**src/rtl/ps2_mouse_ctrl.sv**
```systemverilog
// PS/2 mouse controller: runs the reset/enable handshake through the byte-level transceiver,
// then turns 3-byte movement packets into a clamped cursor position and button state.
module ps2_mouse_ctrl #(
  parameter int SCREEN_W    = 640,
  parameter int SCREEN_H    = 480,
  parameter int TIMEOUT_CYC = 2000000,
  parameter int RETRY_MAX   = 3
) (
  input  logic       clk,
  input  logic       rst,
  output logic [7:0] tx_byte,
  output logic       tx_start,
  input  logic       tx_busy,
  input  logic [7:0] rx_byte,
  input  logic       rx_valid,
  output logic [9:0] pos_x,
  output logic [9:0] pos_y,
  output logic [2:0] buttons,
  output logic       pkt_valid,
  output logic       ready,
  output logic       err
);

  localparam int CW = $clog2(TIMEOUT_CYC);
  localparam int RW = $clog2(RETRY_MAX + 1);

  typedef enum logic [3:0] {
    SEND_RST, WAIT_ACK1, WAIT_BAT, WAIT_ID, SEND_EN, WAIT_ACK2,
    S_B0, S_B1, S_B2, UPDATE, FAIL
  } state_t;

  state_t          state_r, state_s;
  logic [CW-1:0]   cnt_r;
  logic [RW-1:0]   retry_r, retry_inc_s;
  logic            fail_s, timeout_s, counting_s, tx_go_s;
  logic [7:0]      tx_val_s;
  logic [6:0]      hdr_r;  // {Yovf, Xovf, Ysign, Xsign, M, R, L}
  logic [7:0]      dx_r, dy_r;
  logic [11:0]     dx_s, dy_s, nx_s, ny_s;
  logic [9:0]      new_x_s, new_y_s;
  logic [9:0]      pos_x_r, pos_y_r;
  logic [2:0]      buttons_r;
  logic [7:0]      tx_byte_r;
  logic            tx_start_r, pkt_valid_r, ready_r, err_r;

  function automatic logic [7:0] wait_exp(input state_t st);
    case (st)
      WAIT_ACK1: wait_exp = 8'hFA;
      WAIT_BAT:  wait_exp = 8'hAA;
      WAIT_ID:   wait_exp = 8'h00;
      WAIT_ACK2: wait_exp = 8'hFA;
      default:   wait_exp = 8'hFA;
    endcase
  endfunction

  function automatic state_t wait_next(input state_t st);
    case (st)
      WAIT_ACK1: wait_next = WAIT_BAT;
      WAIT_BAT:  wait_next = WAIT_ID;
      WAIT_ID:   wait_next = SEND_EN;
      WAIT_ACK2: wait_next = S_B0;
      default:   wait_next = SEND_RST;
    endcase
  endfunction

  assign timeout_s   = (cnt_r == CW'(TIMEOUT_CYC - 1));
  assign retry_inc_s = retry_r + RW'(1);

  // Next-state, command issue and init-failure decision
  always_comb begin
    state_s  = state_r;
    fail_s   = 1'b0;
    tx_go_s  = 1'b0;
    tx_val_s = 8'h00;
    case (state_r)
      SEND_RST, SEND_EN: begin
        if (!tx_busy) begin
          tx_go_s  = 1'b1;
          tx_val_s = (state_r == SEND_RST) ? 8'hFF : 8'hF4;
          state_s  = (state_r == SEND_RST) ? WAIT_ACK1 : WAIT_ACK2;
        end else begin
          state_s = state_r;
        end
      end
      WAIT_ACK1, WAIT_BAT, WAIT_ID, WAIT_ACK2: begin
        if (rx_valid && (rx_byte == wait_exp(state_r))) begin
          state_s = wait_next(state_r);
        end else if (rx_valid || timeout_s) begin
          fail_s  = 1'b1;
          state_s = (retry_inc_s == RW'(RETRY_MAX)) ? FAIL : SEND_RST;
        end else begin
          state_s = state_r;
        end
      end
      S_B0: begin
        if (rx_valid && rx_byte[3]) state_s = S_B1;
        else                        state_s = S_B0;
      end
      S_B1, S_B2: begin
        if (rx_valid)       state_s = (state_r == S_B1) ? S_B2 : UPDATE;
        else if (timeout_s) state_s = S_B0;
        else                state_s = state_r;
      end
      UPDATE:  state_s = S_B0;
      FAIL:    state_s = FAIL;
      default: state_s = SEND_RST;
    endcase
  end

  // Timeout counter runs only while a response or the next packet byte is awaited
  always_comb begin
    case (state_r)
      WAIT_ACK1, WAIT_BAT, WAIT_ID, WAIT_ACK2, S_B1, S_B2: counting_s = 1'b1;
      default:                                             counting_s = 1'b0;
    endcase
  end

  // Signed 12-bit integration of the packet deltas with per-axis clamping
  always_comb begin
    dx_s = hdr_r[5] ? 12'd0 : {{4{hdr_r[3]}}, dx_r};
    dy_s = hdr_r[6] ? 12'd0 : {{4{hdr_r[4]}}, dy_r};
    nx_s = {2'b00, pos_x_r} + dx_s;
    ny_s = {2'b00, pos_y_r} - dy_s;
    if (nx_s[11])                           new_x_s = 10'd0;
    else if (nx_s > 12'(SCREEN_W - 1))      new_x_s = 10'(SCREEN_W - 1);
    else                                    new_x_s = nx_s[9:0];
    if (ny_s[11])                           new_y_s = 10'd0;
    else if (ny_s > 12'(SCREEN_H - 1))      new_y_s = 10'(SCREEN_H - 1);
    else                                    new_y_s = ny_s[9:0];
  end

  // State, counters, packet capture and registered outputs
  always_ff @(posedge clk) begin
    if (rst) begin
      state_r     <= SEND_RST;
      cnt_r       <= '0;
      retry_r     <= '0;
      hdr_r       <= 7'd0;
      dx_r        <= 8'h00;
      dy_r        <= 8'h00;
      pos_x_r     <= 10'(SCREEN_W / 2);
      pos_y_r     <= 10'(SCREEN_H / 2);
      buttons_r   <= 3'd0;
      tx_byte_r   <= 8'h00;
      tx_start_r  <= 1'b0;
      pkt_valid_r <= 1'b0;
      ready_r     <= 1'b0;
      err_r       <= 1'b0;
    end else begin
      state_r <= state_s;
      if ((state_s != state_r) || rx_valid || !counting_s) cnt_r <= '0;
      else                                                 cnt_r <= cnt_r + CW'(1);
      if (fail_s) retry_r <= retry_inc_s;
      if (state_r == S_B0 && rx_valid && rx_byte[3]) hdr_r <= {rx_byte[7:4], rx_byte[2:0]};
      if (state_r == S_B1 && rx_valid) dx_r <= rx_byte;
      if (state_r == S_B2 && rx_valid) dy_r <= rx_byte;
      if (state_r == UPDATE) begin
        pos_x_r   <= new_x_s;
        pos_y_r   <= new_y_s;
        buttons_r <= hdr_r[2:0];
      end
      tx_start_r <= tx_go_s;
      if (tx_go_s) tx_byte_r <= tx_val_s;
      pkt_valid_r <= (state_r == UPDATE);
      ready_r     <= (state_s == S_B0) || (state_s == S_B1) ||
                     (state_s == S_B2) || (state_s == UPDATE);
      err_r       <= (state_s == FAIL);
    end
  end

  assign tx_byte   = tx_byte_r;
  assign tx_start  = tx_start_r;
  assign pos_x     = pos_x_r;
  assign pos_y     = pos_y_r;
  assign buttons   = buttons_r;
  assign pkt_valid = pkt_valid_r;
  assign ready     = ready_r;
  assign err       = err_r;

endmodule

```
**config.mk**
```make
export PLATFORM = sky130hd
export DESIGN_NAME = ps2_mouse_ctrl
export DESIGN_NICKNAME = d
export VERILOG_FILES = /design/src/rtl/ps2_mouse_ctrl.sv
export SDC_FILE = /design/constraint.sdc
export NUM_CORES = 1
export LEC_CHECK = 0
export CAP_MARGIN = 30
export CORE_MARGIN = 3
export CORE_UTILIZATION = 25
export CTS_CLUSTER_DIAMETER = 30
export DETAILED_ROUTE_END_ITERATION = 16
export GPL_ROUTABILITY_DRIVEN = 0
export SETUP_SLACK_MARGIN = 0.15
export SKIP_LAST_GASP = 1
export SLEW_MARGIN = 40
export SYNTH_ARGS = -nofsm -noshare
export SYNTH_HDL_FRONTEND = slang
export SYNTH_SLANG_ARGS = --single-unit
export TNS_END_PERCENT = 100
```
**constraint.sdc**
```tcl
create_clock -name clk -period 6.1 [get_ports clk]
set_input_delay 1.22 -clock clk [delete_from_list [all_inputs] [get_ports clk]]
set_output_delay 1.22 -clock clk [all_outputs]
set_load 0.01 [all_outputs]
```
======== Word-level counts from Yosys, hierarchy flattened ========
Cells that the tools add are included.
cells by class
  $add $sub $neg .......................... 4
  magnitude comparators ................... 2
  equality and inequality tests ........... 19
  multiplexer cells ....................... 28
  reduce and logical (&&, ||, !) cells .... 19
operator list
  operator                                                         count
  2-to-1 mux 10 bit                                                4
  2-to-1 mux 4 bit                                                 7
  == test 4 x 3 -> 1 bit, second input constant                    6
  == test 4 bit, second input constant                             6
  2-to-1 mux 12 bit                                                2
  2-to-1 mux 8 bit                                                 3
  case mux 4 bit (6 select lines)                                  1
  adder 21 x 1 -> 21 bit, second input constant                    1
  == test 21 bit, second input constant                            1
  case mux 8 bit (2 select lines)                                  1
  adder 10 x 12 -> 12 bit                                          1
  greater-than comparator 12 x 10 -> 1 bit, second input constant  1
  greater-than comparator 12 x 9 -> 1 bit, second input constant   1
  case mux 3 bit (4 select lines)                                  1
  subtractor 10 x 12 -> 12 bit                                     1
  == test 4 x 2 -> 1 bit, second input constant                    2
  == test 8 bit                                                    1
  2-to-1 mux 1 bit                                                 8
  logical AND 1 bit                                                6
  logical OR 1 bit                                                 6
  OR reduction 2 bit                                               3
  OR reduction 6 bit                                               1
  == test 4 x 1 -> 1 bit, second input constant                    1
  logical NOT 4 bit                                                1
  other kinds (6)                                                  6
storage, ports and cells
  register bits after elaboration ......... 85
  bits of input ports ..................... 12
  output and inout port bits .............. 35

======== Depth between registers and ports, before layout ========
  word-level depth ........................ 11
  gate-level depth with buffers ........... 13
  depth with buffers taken out ............ 12

======== Worst setup path after synthesis ========
OpenSTA, ideal clock, no wires.
  path type ............................... reg-to-reg
  from .................................... register hdr_r[6]
  to ...................................... register pos_y_r[5], in the netlist pos_y[5]
  arrival time ............................ 2676 ps
  data required time ...................... 5978 ps
  path slack .............................. 3302 ps
  cell stages (with the launch flop) ...... 12
  path through ............................ dfxtp_1 -> clkbuf_1 -> nand2b_1 -> ha_1 -> nor2b_1 -> o31a_1 -> o41ai_2 -> o21ai_1 -> o2111a_1 -> nor3_2 -> nor2_1 -> a221o_1
on the way
  longest elaborated chain between the ends .. 5
RTL lines
  item                                     RTL line  source
  start: declaration                       37        logic [6:0] hdr_r;
  start signal: assignment                 154       if (state_r == S_B0 && rx_valid && rx_byte[3]) hdr_r <= {rx_byte[7:4], rx_byte[2:0]};
  2-to-1 mux 12 bit *                      121       dy_s = hdr_r[6] ? 12'd0 : {{4{hdr_r[4]}}, dy_r};
  subtractor 10 x 12 -> 12 bit *           123       ny_s = {2'b00, pos_y_r} - dy_s;
  greater-than comparator 12 x 9 -> 1 bit  128       else if (ny_s > 12'(SCREEN_H - 1)) new_y_s = 10'(SCREEN_H - 1);
  2-to-1 mux 10 bit                        128
  2-to-1 mux 10 bit *                      127       if (ny_s[11]) new_y_s = 10'd0;
  end signal: assignment                   142       pos_y_r <= 10'(SCREEN_H / 2);
  end signal: assignment                   159       pos_y_r <= new_y_s;
  end: declaration                         41        logic [9:0] pos_x_r, pos_y_r;
Mark *: on every way between the ends. The rest lies on a longest branch, timed or not.
A chain may end at the register's enable or synchronous reset.

======== Worst setup path in the final report ========
  from .................................... input port rx_valid
  to ...................................... register cnt_r[20]
on the way
  longest elaborated chain between the ends .. 8
  elaborated cells between the ends (all ways) .. 12
  those cells by class .................... eq/ne (1); mux (5); reduce/logical (6)
RTL lines
  item                              RTL line  source
  start: declaration                15        input logic rx_valid,
  logical OR 1 bit                  88        end else if (rx_valid || timeout_s) begin
  2-to-1 mux 4 bit                  88
  2-to-1 mux 4 bit                  86        if (rx_valid && (rx_byte == wait_exp(state_r))) begin
  case mux 4 bit (6 select lines)   75        case (state_r)
  inequality test 4 bit             151       if ((state_s != state_r) || rx_valid || !counting_s) cnt_r <= '0;
  logical OR 1 bit * (2 in series)  151
  OR reduction 2 bit (no line) *    --
  end signal: assignment            152       else cnt_r <= cnt_r + CW'(1);
  end: declaration                  33        logic [CW-1:0] cnt_r;
Marks and branches as above.

==> run summary <==
The startpoint identified for the worst register-to-register timing path is hdr_r[5]. Setup repair after global routing left no endpoint under its margin. The final layout contains between 600 and 700 nets. The count of buffer and inverter cells on the critical path came out at 1. The critical path goes through clkdlybuf4s50_1 > nand3_1 > nand3_1 > a21oi_1 > o21a_1 > o211ai_4 > nor2_1. The largest incremental delay on the critical path is 0.65 ns.

The final number of hold-violating endpoints came out at 0. The number of antenna diodes in the final layout is 0. The starting utilization of the core area is 25.9%. The cell depth of the worst flop-to-flop path came out at 11. STA classifies the critical path endpoint as a flip-flop. The clock reaches the later pin of the worst-skew pair after about 0.34 ns. The floorplan has between 40 and 50 rows. The number of detailed-route iterations in the first pass came out at 4. The die covers 0.0198 mm2. The via count of the first global-routing pass is 3,509. In this design, the critical path's most frequently occurring cell is sky130_fd_sc_hd__nand3_1. For this design the ratio of total power to cell area is 214 mW/mm2.

The ratio of routed vias to standard cells came out at about 4.7. After detailed routing, the total wire length is approximately 11,000 um. The launching element type of the critical path is an input pin.

The detailed placer's ending HPWL is 7760 um. After synthesis the cells add up to between 0.004 and 0.005 mm2. The launch instance of the worst min-delay path is buttons[0].

The final cycle utilization of the critical path came out at a little over half. The worst hold path terminates at buttons[0]. The sum of internal, switching and leakage power is approximately 0.0012 W. TritonCTS created 9 clock buffers.

The proportion of register bits with asynchronous set or reset after synthesis is 0%. The setup total negative slack is 0 ns. The maximum buffer depth of the clock tree is 2. Headroom to the max-slew limit came out at a little under half. The fraction of the mapped netlist area in compound gates came out at between 10% and 20%. The detailed router used layers up to and including met4. The final-layout worst hold slack came out at roughly 0.46 ns. The number of design-rule violations left by the first detailed-router iteration came out at between 200 and 250. Summing the areas of all fa, ha and maj instances in the mapped netlist gives 7.50% of the synthesized area. The initial antenna violation count came to 0. The count of pins on the block boundary is 47. The number of cells after detailed placement came out at 796.

The number of post-CTS setup repair buffers came out at 0. The number of hold buffers added after CTS was 0. The commonest cells after synthesis are sky130_fd_sc_hd__nor2_1, sky130_fd_sc_hd__dfxtp_1, sky130_fd_sc_hd__nand2_1.

The count of nets left with antenna violations after detail routing is 0. The die is about 140 um wide. The maximum level of the CTS H-tree came out at 3. The final routed DRC violation total is 0. Of the total synthesized cell area, the portion taken by XOR and XNOR cells is 6.37%. Setup violations remaining at the end of the flow were counted as 0. In the final routed layout, each cell accounts on average for between 10 and 15 um. The highest clock rate is 305 MHz.

The highest ir drop seen on vdd came out at ~0.00013 V. The routed layout has 3,831 vias. The class of the most critical setup path is in2reg. The setup check on the worst reg-to-reg path leaves a slack of about 2.8 ns. The run finished with clean final reports. Fill cells in the final layout number between 1,500 and 2,000. The library cell with the highest instance count after synthesis is sky130_fd_sc_hd__nor2_1. The area overhead of the layout relative to synthesis came out at 21.4%.

The clock input transition at the sequential cells of the worst setup and hold paths is 0.06 ns. The number of nets in the synthesized netlist is 583. The count of buffers from port buffering came out at 46. The average cell area after synthesis is ~8.3 um2. The worst min-delay path class is reg2reg. The leading area contributor after synthesis is sky130_fd_sc_hd__dfxtp_1. The global router's overall resource usage is between 10% and 20%.

Broken down by cell family, the worst path's largest delay share belongs to simple AND/OR/NAND/NOR gates. In the final routing, the length of wire on met1 measures slightly above 5000 um. The number of slew-limit violations in the final report came out at 0. The simple-gate share of the synthesized area is roughly a quarter. The slew at the pin with the worst max-slew slack came out at approximately 0.79 ns. Clock skew on the completed layout was measured at ~0.0044 ns.

The met2 wire length came out at 4930 um. The endpoint identified for the worst register-to-register timing path is pos_x[5]. Counting every instance in the synthesized netlist gives 545. The number of maximum-capacitance violations is 0. The number of sinks driven by the clock tree came out at 79. Entering global routing, the biggest net connects 31 pins. TritonCTS built the clock tree.

Of all nets on the critical path, the largest fanout is 21. The largest individual stage delay along the critical path comes from the cell sky130_fd_sc_hd__clkdlybuf4s50_1. Multiplexer cells account for under 10% of the synthesized area. For the worst setup path, the data required time is approximately 6.3 ns. The total of flip-flops plus latches after synthesis came out at between 70 and 80. The number of gates given a new drive strength after cts is 0.

In the synthesized netlist the dominant register cell turns out to be sky130_fd_sc_hd__dfxtp_1. The dominant combinational cell family by area after synthesis is simple AND/OR/NAND/NOR gates. For this run, the number of Yosys warnings is 0. The final instance count without filler cells is around 810. The number of flops mapped to enable cells by yosys came out at 0. The height of the chip is around 140 um. For the worst setup path, the data arrival time is between 3 and 4 ns. The worst path needs around 3.3 ns of the cycle, external delays included. The total core area is ~0.018 mm2.

The fraction of final layout cells sized beyond drive strength 1 came out at ~6%. In this run the clock root is driven by a sky130_fd_sc_hd__clkbuf_16. The worst hold path passes through 2 cells.

The routed length on met3 is roughly 430 um. The fraction of post-synthesis cell area in the top cell type by area came out at a little over a third. The global-route wire length before repair is ~18,000 um. For this run the aggregate overflow at the end of global routing stands at 0.

The number of distinct library cell variants in the gate-level netlist after synthesis is 64. The static leakage is ~2 nW. Summing the sequential cell areas from Yosys gives between 30% and 40% of the chip area.

In the post-synthesis netlist, the biggest area contributors are sky130_fd_sc_hd__dfxtp_1, sky130_fd_sc_hd__nor2_1, sky130_fd_sc_hd__ha_1.
-- registers in the layout, summed over array words and instances (netlist names), 2 cells and up --
register	count
hdr_r	7
state_r	4
pos_y	10
cnt_r	21
buttons	3
pos_x	10
dy_r	8
tx_byte	2
dx_r	8
retry_r	2
-- cells in the final DEF (no fill, tap or decap), drive strengths merged, types with 6 or more instances in the layout --
cell           count
nand2b            12
nand2             41
dfxtp             79
nor2b             14
xor2              12
mux2i             25
ha                24
nand3             19
nor3              14
clkdlybuf4s50     45
nand4              6
o21ai             24
a21oi             35
and3               6
nor2              82
o211ai             7
a211oi             6
xnor2             21
a31oi              6
inv               22
clkbuf            10
o21a               6
a21o               6
-- worst max-delay path by stage --
stage               startpoint   endpoint  slack [ns]  cells past startpoint
floorplan             hdr_r[6]   pos_y[5]        3.30                     11
global placement      rx_valid  cnt_r[18]        2.30                      7
detailed placement  rx_byte[4]  cnt_r[20]        2.44                      9
CTS                 rx_byte[4]  cnt_r[20]        2.81                      9
global route          hdr_r[5]   pos_x[3]        2.47                     11
finish                rx_valid  cnt_r[20]        2.82                      7
-- through the flow --
step / util [%] / worst slack (ns) / cell area, um2
floorplan: - / 3.30 / 4540
global placement: 29.5 / 2.30 / 5180
detailed placement: 29.6 / 2.44 / 5190
CTS: 31.4 / 2.81 / 5510
global route: 31.4 / 2.47 / 5510
finish: 31.4 / 2.82 / 5510
-- area by class of cell --
cell class	instances	area [um2]	share of cell area [%]
multi-input combinational	421	2770	50.2
sequential	79	1580	28.7
timing repair buffer	49	478	8.67
tap	225	282	5.11
clock buffer	10	239	4.34
clock inverter	5	82.6	1.50
inverter	22	82.6	1.50
-- logic make-up (layout without fill, tap and decap cells) --
kind of cell,count (synthesis),after routing
xor+xnor,33,33
buf+inv,45,86
compound gates,117,117
fa+ha+maj,26,26
mux,26,26
flops,79,79
simple gates,219,219
-- worst min-delay path: stages (launching register included) --
cell and delay (ns):
sky130_fd_sc_hd__dfxtp_1 0.31, sky130_fd_sc_hd__nand2_1 0.05, sky130_fd_sc_hd__a21oi_1 0.06
-- layer usage --
metal  GRT usage (%)  vias up
met3            2.75        9
met4            3.77        0
met5               0        -
li1                -     1995
met2            17.1       70
met1            14.3     1757
-- power breakdown --
| part | total [W] | leakage [nW] | internal, W | switching, W |
|---|---|---|---|---|
| Combinational | 0.0000680 | 1.20 | 0.0000298 | 0.0000382 |
| Sequential | 0.000527 | 0.638 | 0.000521 | 0.00000670 |
| Clock | 0.000586 | 0.159 | 0.000368 | 0.000218 |
Note: power is estimated with default switching activity, not from simulation.
